`config.mk`:
```
export PLATFORM = sky130hd
export DESIGN_NAME = hazard_scoreboard
export DESIGN_NICKNAME = d
export VERILOG_FILES = /design/src/rtl/hazard_pkg.sv /design/src/rtl/hazard_match.sv /design/src/rtl/hazard_scoreboard.sv
export SDC_FILE = /design/constraint.sdc
export NUM_CORES = 1
export LEC_CHECK = 0
export ABC_AREA = 1
export ABC_CLOCK_PERIOD_IN_PS = 1300
export CORE_MARGIN = 3
export CORE_UTILIZATION = 41
export CTS_CLUSTER_DIAMETER = 200
export DETAILED_ROUTE_END_ITERATION = 7
export PLACE_DENSITY = 0.78
export SLEW_MARGIN = 40
export SYNTH_ARGS = -nofsm -noshare
export SYNTH_HDL_FRONTEND = slang
export SYNTH_SLANG_ARGS = --single-unit
```
`constraint.sdc`:
```
create_clock -name i_clk -period 1.3 [get_ports i_clk]
set_input_delay 0.13 -clock i_clk [delete_from_list [all_inputs] [get_ports i_clk]]
set_output_delay 0.13 -clock i_clk [all_outputs]
set_load 0.005 [all_outputs]
```
`src/rtl/hazard_pkg.sv`:
```
// Shared constants and scoreboard entry type for the decode-stage hazard scoreboard.
package hazard_pkg;

    localparam int unsigned REG_ADDR_W_DEFAULT = 4;
    localparam int unsigned STALL_CNT_W        = 16;

    typedef struct packed {
        logic                          v;
        logic [REG_ADDR_W_DEFAULT-1:0] ws;
    } sb_entry_t;

endpackage

```
`src/rtl/hazard_match.sv`:
```
// Compares one decode read selector against every in-flight scoreboard entry.
module hazard_match
    import hazard_pkg::*;
#(
    parameter int unsigned REG_ADDR_W  = REG_ADDR_W_DEFAULT,
    parameter int unsigned NUM_STAGES  = 2,
    parameter int unsigned ZERO_REG_EN = 0
) (
    input  logic                               re,
    input  logic [REG_ADDR_W-1:0]              rs,
    input  logic [NUM_STAGES-1:0]              v,
    input  logic [NUM_STAGES*REG_ADDR_W-1:0]   ws,
    output logic                               hit
);

    always_comb begin
        hit = 1'b0;
        for (int unsigned i = 0; i < NUM_STAGES; i++) begin
            if (v[i] && (ws[i*REG_ADDR_W +: REG_ADDR_W] == rs)) begin
                hit = 1'b1;
            end
        end
        if (!re || ((ZERO_REG_EN != 0) && (rs == '0))) begin
            hit = 1'b0;
        end
    end

endmodule

```
`src/rtl/hazard_scoreboard.sv`:
```
// Decode-stage stall unit with an internal shift-register scoreboard of in-flight writes.
// Optional stall-cycle counter enabled by defining HAZARD_SCOREBOARD_PERF_EN.
module hazard_scoreboard
    import hazard_pkg::*;
#(
    parameter int unsigned REG_ADDR_W  = REG_ADDR_W_DEFAULT,
    parameter int unsigned NUM_READ    = 2,
    parameter int unsigned NUM_STAGES  = 2,
    parameter int unsigned ZERO_REG_EN = 0
) (
    input  logic                           i_clk,
    input  logic                           i_reset_n,
    input  logic                           i_decoder_valid,
    input  logic [NUM_READ-1:0]            i_decoder_re,
    input  logic [NUM_READ*REG_ADDR_W-1:0] i_decoder_rs,
    input  logic                           i_decoder_we,
    input  logic [REG_ADDR_W-1:0]          i_decoder_ws,
    input  logic                           i_flush,
`ifdef HAZARD_SCOREBOARD_PERF_EN
    input  logic                           i_perf_clr,
    output logic [STALL_CNT_W-1:0]         o_stall_cycles,
`endif
    output logic                           o_stall,
    output logic [NUM_STAGES-1:0]          o_pending
);

    logic [NUM_STAGES-1:0]            v_q;
    logic [NUM_STAGES*REG_ADDR_W-1:0] ws_q;
    logic [NUM_READ-1:0]              hit;

    for (genvar k = 0; k < NUM_READ; k++) begin : g_port
        hazard_match #(
            .REG_ADDR_W (REG_ADDR_W),
            .NUM_STAGES (NUM_STAGES),
            .ZERO_REG_EN(ZERO_REG_EN)
        ) u_match (
            .re (i_decoder_re[k]),
            .rs (i_decoder_rs[k*REG_ADDR_W +: REG_ADDR_W]),
            .v  (v_q),
            .ws (ws_q),
            .hit(hit[k])
        );
    end

    always_comb begin
        o_stall = i_decoder_valid && !i_flush && (|hit);
    end

    // Flush drops the decode instruction too, so nothing is inserted on that edge.
    always_ff @(posedge i_clk) begin
        if (!i_reset_n || i_flush) begin
            v_q  <= '0;
            ws_q <= '0;
        end else begin
            for (int unsigned i = NUM_STAGES - 1; i > 0; i--) begin
                v_q[i]                            <= v_q[i-1];
                ws_q[i*REG_ADDR_W +: REG_ADDR_W]  <= ws_q[(i-1)*REG_ADDR_W +: REG_ADDR_W];
            end
            v_q[0]               <= i_decoder_valid && i_decoder_we && !o_stall;
            ws_q[REG_ADDR_W-1:0] <= i_decoder_ws;
        end
    end

    always_comb begin
        o_pending = v_q;
    end

`ifdef HAZARD_SCOREBOARD_PERF_EN
    logic [STALL_CNT_W-1:0] stall_cnt;

    always_ff @(posedge i_clk) begin
        if (!i_reset_n || i_perf_clr) begin
            stall_cnt <= '0;
        end else if (o_stall && (stall_cnt != '1)) begin
            stall_cnt <= stall_cnt + STALL_CNT_W'(1);
        end
    end

    always_comb begin
        o_stall_cycles = stall_cnt;
    end
`endif

endmodule

```
==> results of run 1 <==
worst max-delay path: stages, from the launching register on:
cell and delay [ps]:
dfxtp_2 320, inv_1 70, o21ai_0 80, nor2_1 140, nand3_1 80, nand2_1 100, nand2_2 70, a21oi_2 100
buf_2 120
layer usage:
| metal | track usage [%] | vias up | part of all wire [%] |
|---|---|---|---|
| li1 | - | 348 | - |
| met1 | 18.4 | 270 | 43 |
| met2 | 26.8 | 21 | 49 |
| met3 | 2.49 | 5 | 5.2 |
| met4 | 10.8 | 0 | 2.9 |
| met5 | 0 | - | 0 |
metrics by stage:
| step | worst slack, ps | utilization [%] |
|---|---|---|
| after CTS | -193 | 72.4 |
| after detailed placement | -616 | 69.7 |
| after global routing | -288 | 72.9 |
| after global placement | -575 | 69.7 |
| after floorplan | 289 | - |
| final | -170 | 72.9 |
cell usage after synthesis:
cell type	number	share of area, %
inv_1	19	12
nand3_1	4	3.5
inv_2	1	0.66
nor2_1	24	16
nand4_1	1	1.1
dfxtp_1	10	35
nand2_2	1	1.1
o21ai_0	2	1.8
xnor2_1	4	6.1
a21oi_2	1	1.5
nand2_1	32	21
layout make-up:
class                           instances  area [sq um]  share of cell area, %
Multi-Input combinational cell         69           299                   34.1
Timing Repair Buffer                   26           236                   27.0
Sequential cell                        10           211                   24.1
Inverter                               20          75.1                   8.57
Clock buffer                            4          36.3                   4.14
Tap cell                               14          17.5                   2.00
logic make-up after synthesis:
kind of cell | Yosys count | synth area share (%)
AND/OR/NAND/NOR | 62 | 42.5
AO/OA/AOI/OAI | 3 | 3.28
XOR/XNOR | 4 | 6.13
buffers and inverters | 20 | 13.1
flip-flops | 10 | 35.0
placed cells by master (no fill, tap or decap):
cell type        synthesis  final
nand2_2                  1      2
dlygate4sd2_1            0      5
clkbuf_8                 0      1
nor2_1                  24     24
nand4_1                  1      1
buf_2                    0      1
nand3_1                  4      4
inv_2                    1      3
buf_4                    0      5
dfxtp_4                  0      1
clkdlybuf4s50_1          0     15
o21ai_0                  2      2
nand2_1                 32     31
inv_1                   19     17
clkbuf_4                 0      3
dfxtp_1                 10      3
a21oi_2                  1      1
xnor2_1                  4      4
dfxtp_2                  0      6
power groups by stage:
stage / clock, uW / sequential, uW / combinational, uW
CTS: 289 / 323 / 128
global placement: 0 / 329 / 127
detailed placement: 0 / 329 / 131
finish: 285 / 322 / 127
floorplan: 0 / 327 / 50.7
global route: 313 / 323 / 142
state kept, by name (all words and copies together), names as in the netlist:
register / flops
o_pending: 2
ws_q: 8
how the worst min path moves through the flow:
stage	end	startpoint
5_1_grt	ws_q[1]	i_decoder_ws[1]
3_3_place_gp	o_pending[1]	o_pending[0]
6_report	ws_q[1]	i_decoder_ws[1]
2_1_floorplan	ws_q[0]	i_decoder_ws[0]
3_5_place_dp	o_pending[1]	o_pending[0]
4_1_cts	ws_q[1]	i_decoder_ws[1]
timing repair:
item	CTS	global route
setup endpoints to repair	3	1
gates cloned	0	0
resized for setup	16	4
pin swaps	6	1
hold buffers	0	0
==> metrics.md, run 1 <==
| Metric | Value |
|---|---|
| Post-Layout Cell Count | `143` |
| Final WL | `1310 microns` |
| Gpl congestion | `0.780` |
| Relative slew slack | `78.6%` |
| Starting density of the core | `47.6%` |
| Critical Path AT | `1340 ps` |
| Die H | `43.3 microns` |
| Final #Nets | `149` |
| # setup viols final | `1` |
| Vias after detailed routing | `644` |
| Critical Path Sink | `o_stall` |
| N_diodes | `0` |
| # DRC | `0` |
| Worst Skew | `1.69 ps` |
| Comb pwr share | `17.3%` |
| Mapped Nets | `118` |
| First-pass GRT wire length | `2240 microns` |
| Setup ws final | `-170 ps` |
| Sequential power share | `43.9%` |
| Switch Pwr | `174 uW` |
| Worst slew pin tran | `320 ps` |
| Min-Delay Path Depth | `3` |
| Die area | `1880 sq um` |
| Slew Viols, Final | `0` |
| Power Density | `838 nW/um^2` |
| YS warnings | `0` |
| Failing checks | `negative setup slack` |
| Drt wl/cell | `9.15 microns` |
| Clock power share | `38.9%` |
| Post-DP HPWL | `1130 microns` |
| I/O pin total | `22` |
| WHS | `367 ps` |
| Remaining Overflow, GRT | `0` |
| Clk sinks | `10` |
| Fin crit period | `1470 ps` |
| R2R Setup Slk | `260 ps` |
| TritonCTS Buffers | `3` |
| R2r startpoint | `ws_q[5]` |
| Synthesized instance count | `99` |
| Vias in the first global route | `592` |
| Initial antenna violation count | `0` |
| GRT Overall Usage | `16.0%` |
| Site Rows | `12` |
| DRT iter0 DRCs | `11` |
| CP Launch Type | `flop` |
| Internal | `560 uW` |
| Avg Inst Size Synth | `5.78 sq um` |
| Final Hold Viols | `0` |
| P&R area growth vs syn | `53.2%` |
| Setup TNS | `-170 ps` |
| Worst EP required | `1170 ps` |
| Period utilization | `113%` |
| Worst skew pair latency | `270 ps` |
| Largest net degree at the start of global routing | `10` |
| Final Power | `734 uW` |
| Post-route ant nets | `0` |
| Post-layout instance area | `876 sq um` |
| Core area | `1200 sq um` |
| DRT Pass-1 Iters | `4` |
| Crit path kind | `reg2out` |
| Clock-pin transition on the worst setup and hold timing paths | `70 ps` |
| Switching Fraction | `23.7%` |
| Worst min-delay path category | `in2reg` |
| P_leak | `0.000453 uW` |
| Vias per inst | `4.50` |
| CTS tree | `done` |
| CTS root buf | `clkbuf_4` |
| I/O Buffers | `21` |
| Post-CTS setup buffer count | `0` |
| Seq cells post-synth | `10` |
| Synth Cell Area | `572 sq um` |
| Cells on worst reg2reg path | `8` |
| Count of cell types in the netlist | `11` |
| Highest Clock Rate | `680 MHz` |
| Clock tree buffer depth | `2` |
| Max-cap violations | `0` |
| Critical Path End Type | `output pin` |
| Maximum vdd drop | `0.000505 V` |
| Number of fill cells | `112` |
| Post-synthesis sequential area ratio | `35.0%` |
| Dpl cell area | `837 sq um` |
| Layout cells sized above 1 | `17.8%` |
| H-tree Lvls | `1` |
| Die X | `43.3 microns` |
| Run status | `finished with violations` |
| R2R Path End | `o_pending[0]` |
| RSZ-0062 raised after global routing | `yes` |
| Post-placement cell count | `139` |
| CP startpoint | `ws_q[5]` |
| Crit Path Max Fanout | `3` |
Note: power is estimated with default switching activity, not from simulation.
==> run 2, diff against run 1 <==
--- a/config.mk
+++ b/config.mk
@@ -5,13 +5,12 @@
 export SDC_FILE = /design/constraint.sdc
 export NUM_CORES = 1
 export LEC_CHECK = 0
-export ABC_AREA = 1
 export ABC_CLOCK_PERIOD_IN_PS = 1300
-export CORE_MARGIN = 3
-export CORE_UTILIZATION = 41
+export CORE_AREA = 3 3 40 42
 export CTS_CLUSTER_DIAMETER = 200
 export DETAILED_ROUTE_END_ITERATION = 7
-export PLACE_DENSITY = 0.78
+export DIE_AREA = 0 0 43 45
+export PLACE_DENSITY = 0.73
 export SLEW_MARGIN = 40
 export SYNTH_ARGS = -nofsm -noshare
 export SYNTH_HDL_FRONTEND = slang
==> metrics.md, run 2 <==
| Metric | Value |
|---|---|
| Drt wl/cell | `11.0 microns (was 9.15 microns)` |
| Core area | `1280 sq um (was 1200 sq um)` |
| Relative slew slack | `88.9% (was 78.6%)` |
| RSZ-0062 raised after global routing | `yes (unchanged)` |
| P_leak | `0.000348 uW (was 0.000453 uW)` |
| TritonCTS Buffers | `3 (unchanged)` |
| Crit path kind | `in2out (was reg2out)` |
| Commonest non-fill, non-tap cell in the layout | `clkdlybuf4s50_1 (was nand2_1)` |
| Min-Delay Path Depth | `3 (unchanged)` |
| Gpl congestion | `0.682 (was 0.780)` |
| Worst slew pin tran | `166 ps (was 320 ps)` |
| Worst Skew | `4.98 ps (was 1.69 ps)` |
| Maximum vdd drop | `0.000618 V (was 0.000505 V)` |
| Post-synthesis sequential area ratio | `42.4% (was 35.0%)` |
| Worst skew pair latency | `260 ps (was 270 ps)` |
| Vias per inst | `4.54 (was 4.50)` |
| Avg Inst Size Synth | `9.83 sq um (was 5.78 sq um)` |
| Cells on worst reg2reg path | `5 (was 8)` |
| Run status | `finished with violations (unchanged)` |
| Clock tree buffer depth | `2 (unchanged)` |
| Critical Path AT | `1450 ps (was 1340 ps)` |
| Vias after detailed routing | `427 (was 644)` |
| Die H | `45 microns (was 43.3 microns)` |
| Layout cells sized above 1 | `16.5% (was 17.8%)` |
| Worst EP required | `1170 ps (about the same)` |
| Post-Layout Cell Count | `94 (was 143)` |
| Die X | `43 microns (was 43.3 microns)` |
| I/O Buffers | `21 (unchanged)` |
| Critical Path End Type | `output pin (unchanged)` |
| Period utilization | `122% (was 113%)` |
| WHS | `412 ps (was 367 ps)` |
| Final Hold Viols | `0 (unchanged)` |
| Seq cells post-synth | `10 (unchanged)` |
| Count of cell types in the netlist | `10 (was 11)` |
| Clk sinks | `10 (unchanged)` |
| Area share of the largest cell type after synthesis | `42.4% (was 35.0%)` |
| H-tree Lvls | `1 (unchanged)` |
| P&R area growth vs syn | `64.7% (was 53.2%)` |
| DRT Pass-1 Iters | `1 (was 4)` |
| Most frequent cells in the layout | `clkdlybuf4s50_1 (18), xor2_1 (12), and2_1 (9) (was nand2_1 (31), nor2_1 (24), inv_1 (17))` |
| Largest net degree at the start of global routing | `11 (was 10)` |
| Register area | `203 sq um (was 211 sq um)` |
| Vias in the first global route | `455 (was 592)` |
| Remaining Overflow, GRT | `0 (unchanged)` |
| Failing checks | `negative setup slack (unchanged)` |
| Worst min-delay path category | `in2reg (unchanged)` |
| Clock-pin transition on the worst setup and hold timing paths | `70 ps (about the same)` |
| Met3 routed WL | `51 microns (was 68 microns)` |
| Initial antenna violation count | `0 (unchanged)` |
| Site Rows | `13 (was 12)` |
| Post-synth EDFFs | `0 (unchanged)` |
| Fin crit period | `1580 ps (was 1470 ps)` |
| # DRC | `0 (unchanged)` |
| Starting density of the core | `36.7% (was 47.6%)` |
| Synth Cell Area | `472 sq um (was 572 sq um)` |
| DRT iter0 DRCs | `0 (was 11)` |
| Max-cap violations | `0 (unchanged)` |
| Post-layout instance area | `777 sq um (was 876 sq um)` |
| Post-CTS setup buffer count | `0 (unchanged)` |
| Final WL | `1030 microns (was 1310 microns)` |
| Setup ws final | `-282 ps (was -170 ps)` |
| Die area | `1940 sq um (was 1880 sq um)` |
| Max reg flops | `8 (unchanged)` |
| CTS tree | `done (unchanged)` |
| YS warnings | `0 (unchanged)` |
| Pre-CTS WS | `-720 ps (was -616 ps)` |
| Commonest register cell after synthesis | `dfxtp_1 (unchanged)` |
| Dpl cell area | `746 sq um (was 837 sq um)` |
| CP Launch Type | `input pin (was flop)` |
| N_diodes | `0 (unchanged)` |
| GRT Overall Usage | `11.9% (was 16.0%)` |
| Slew Viols, Final | `0 (unchanged)` |
| # setup viols final | `1 (unchanged)` |
| Highest routing layer actually used | `met4 (unchanged)` |
| Biggest register | `ws_q (unchanged)` |
| Setup TNS | `-282 ps (was -170 ps)` |
| Synth async-reset ratio | `0% (unchanged)` |
| Multi-input gate area | `272 sq um (was 299 sq um)` |
| Post-synth top cells | `xor2_1 (12), dfxtp_1 (10), and2_1 (9) (was nand2_1 (32), nor2_1 (24), inv_1 (19))` |
| First-pass GRT wire length | `1690 microns (was 2240 microns)` |
| Synthesized instance count | `48 (was 99)` |
| CTS root buf | `clkbuf_4 (unchanged)` |
| Highest Clock Rate | `632 MHz (was 680 MHz)` |
| Final #Nets | `99 (was 149)` |
| Count leader, synth | `xor2_1 (was nand2_1)` |
| Post-route ant nets | `0 (unchanged)` |
| Crit Path Max Fanout | `2 (was 3)` |
| Power Density | `915 nW/um^2 (was 838 nW/um^2)` |
| Biggest area consumer among synthesized cells | `dfxtp_1 (unchanged)` |
| Post-placement cell count | `90 (was 139)` |
| I/O pin total | `22 (unchanged)` |
| Main area contributors after synthesis | `dfxtp_1 (42%), xor2_1 (22%), and2_1 (12%) (was dfxtp_1 (35%), nand2_1 (21%), nor2_1 (16%))` |
| Mapped Nets | `67 (was 118)` |
| M1 wire length | `401 microns (was 566 microns)` |
| Met2 routed WL | `565 microns (was 635 microns)` |
| Number of fill cells | `116 (was 112)` |
-- run 2: cell type report --
class                      count  share of cell area [%]
clock buffer                   4                    4.67
multi-input combinational     38                    34.9
timing repair buffer          27                    31.9
tap                           15                    2.42
sequential                    10                    26.1
-- run 2: layer usage --
layer / global-route usage [%] / vias to the layer above
met4: 10.2 / 0
met3: 2.39 / 2
li1: - / 221
met1: 11.2 / 194
met2: 21.9 / 10
met5: 0 / -
-- run 2: final timing paths --
kind | startpoint | endpoint | slack, ps
worst max register to register | ws_q[1] | o_pending[0] | 210
worst min register to register | ws_q[1] | ws_q[5] | 510
worst min-delay path | i_decoder_we | o_pending[0] | 410
worst max-delay path | i_decoder_rs[3] | o_stall | -280
-- run 2: worst max-delay path, cell delays in order --
cell and delay, ps:
clkdlybuf4s50_1 450, xor2_1 180, nor3_1 180, nand4_1 110
nand4_1 130, and3b_1 160, buf_2 110
-- run 2: cells by family (layout without fill, tap and decap cells) --
logic type	count (synthesis)	after routing	share of synthesized area [%]
xor gates and xnor gates	16	16	29.7
buffers and inverters	0	31	0
DFF	10	10	42.4
and+or+nand+nor	22	22	27.9
-- run 2: metrics by stage --
| stage | power [uW] | utilization (%) |
|---|---|---|
| detailed placement | 451 | 58.0 |
| floorplan | 366 | - |
| global placement | 449 | 58.0 |
| finish | 711 | 60.5 |
| global route | 737 | 60.5 |
| CTS | 720 | 60.5 |
-- run 2: power by group --
| part | total, uW | internal, uW | switching [uW] | leakage, uW |
|---|---|---|---|---|
| Combinational | 119 | 81.5 | 37.5 | 0.000245 |
| Clock | 270 | 170 | 99.9 | 0.0000210 |
| Sequential | 322 | 315 | 7.24 | 0.0000824 |
| Total | 711 | 566 | 145 | 0.000348 |
-- run 2: repair_timing --
action	CTS	global route
gates cloned	0	0
setup endpoints to repair	2	1
hold buffers	0	0
pin swaps	6	1
gates resized for setup	8	0
hold endpoints to repair	0	0
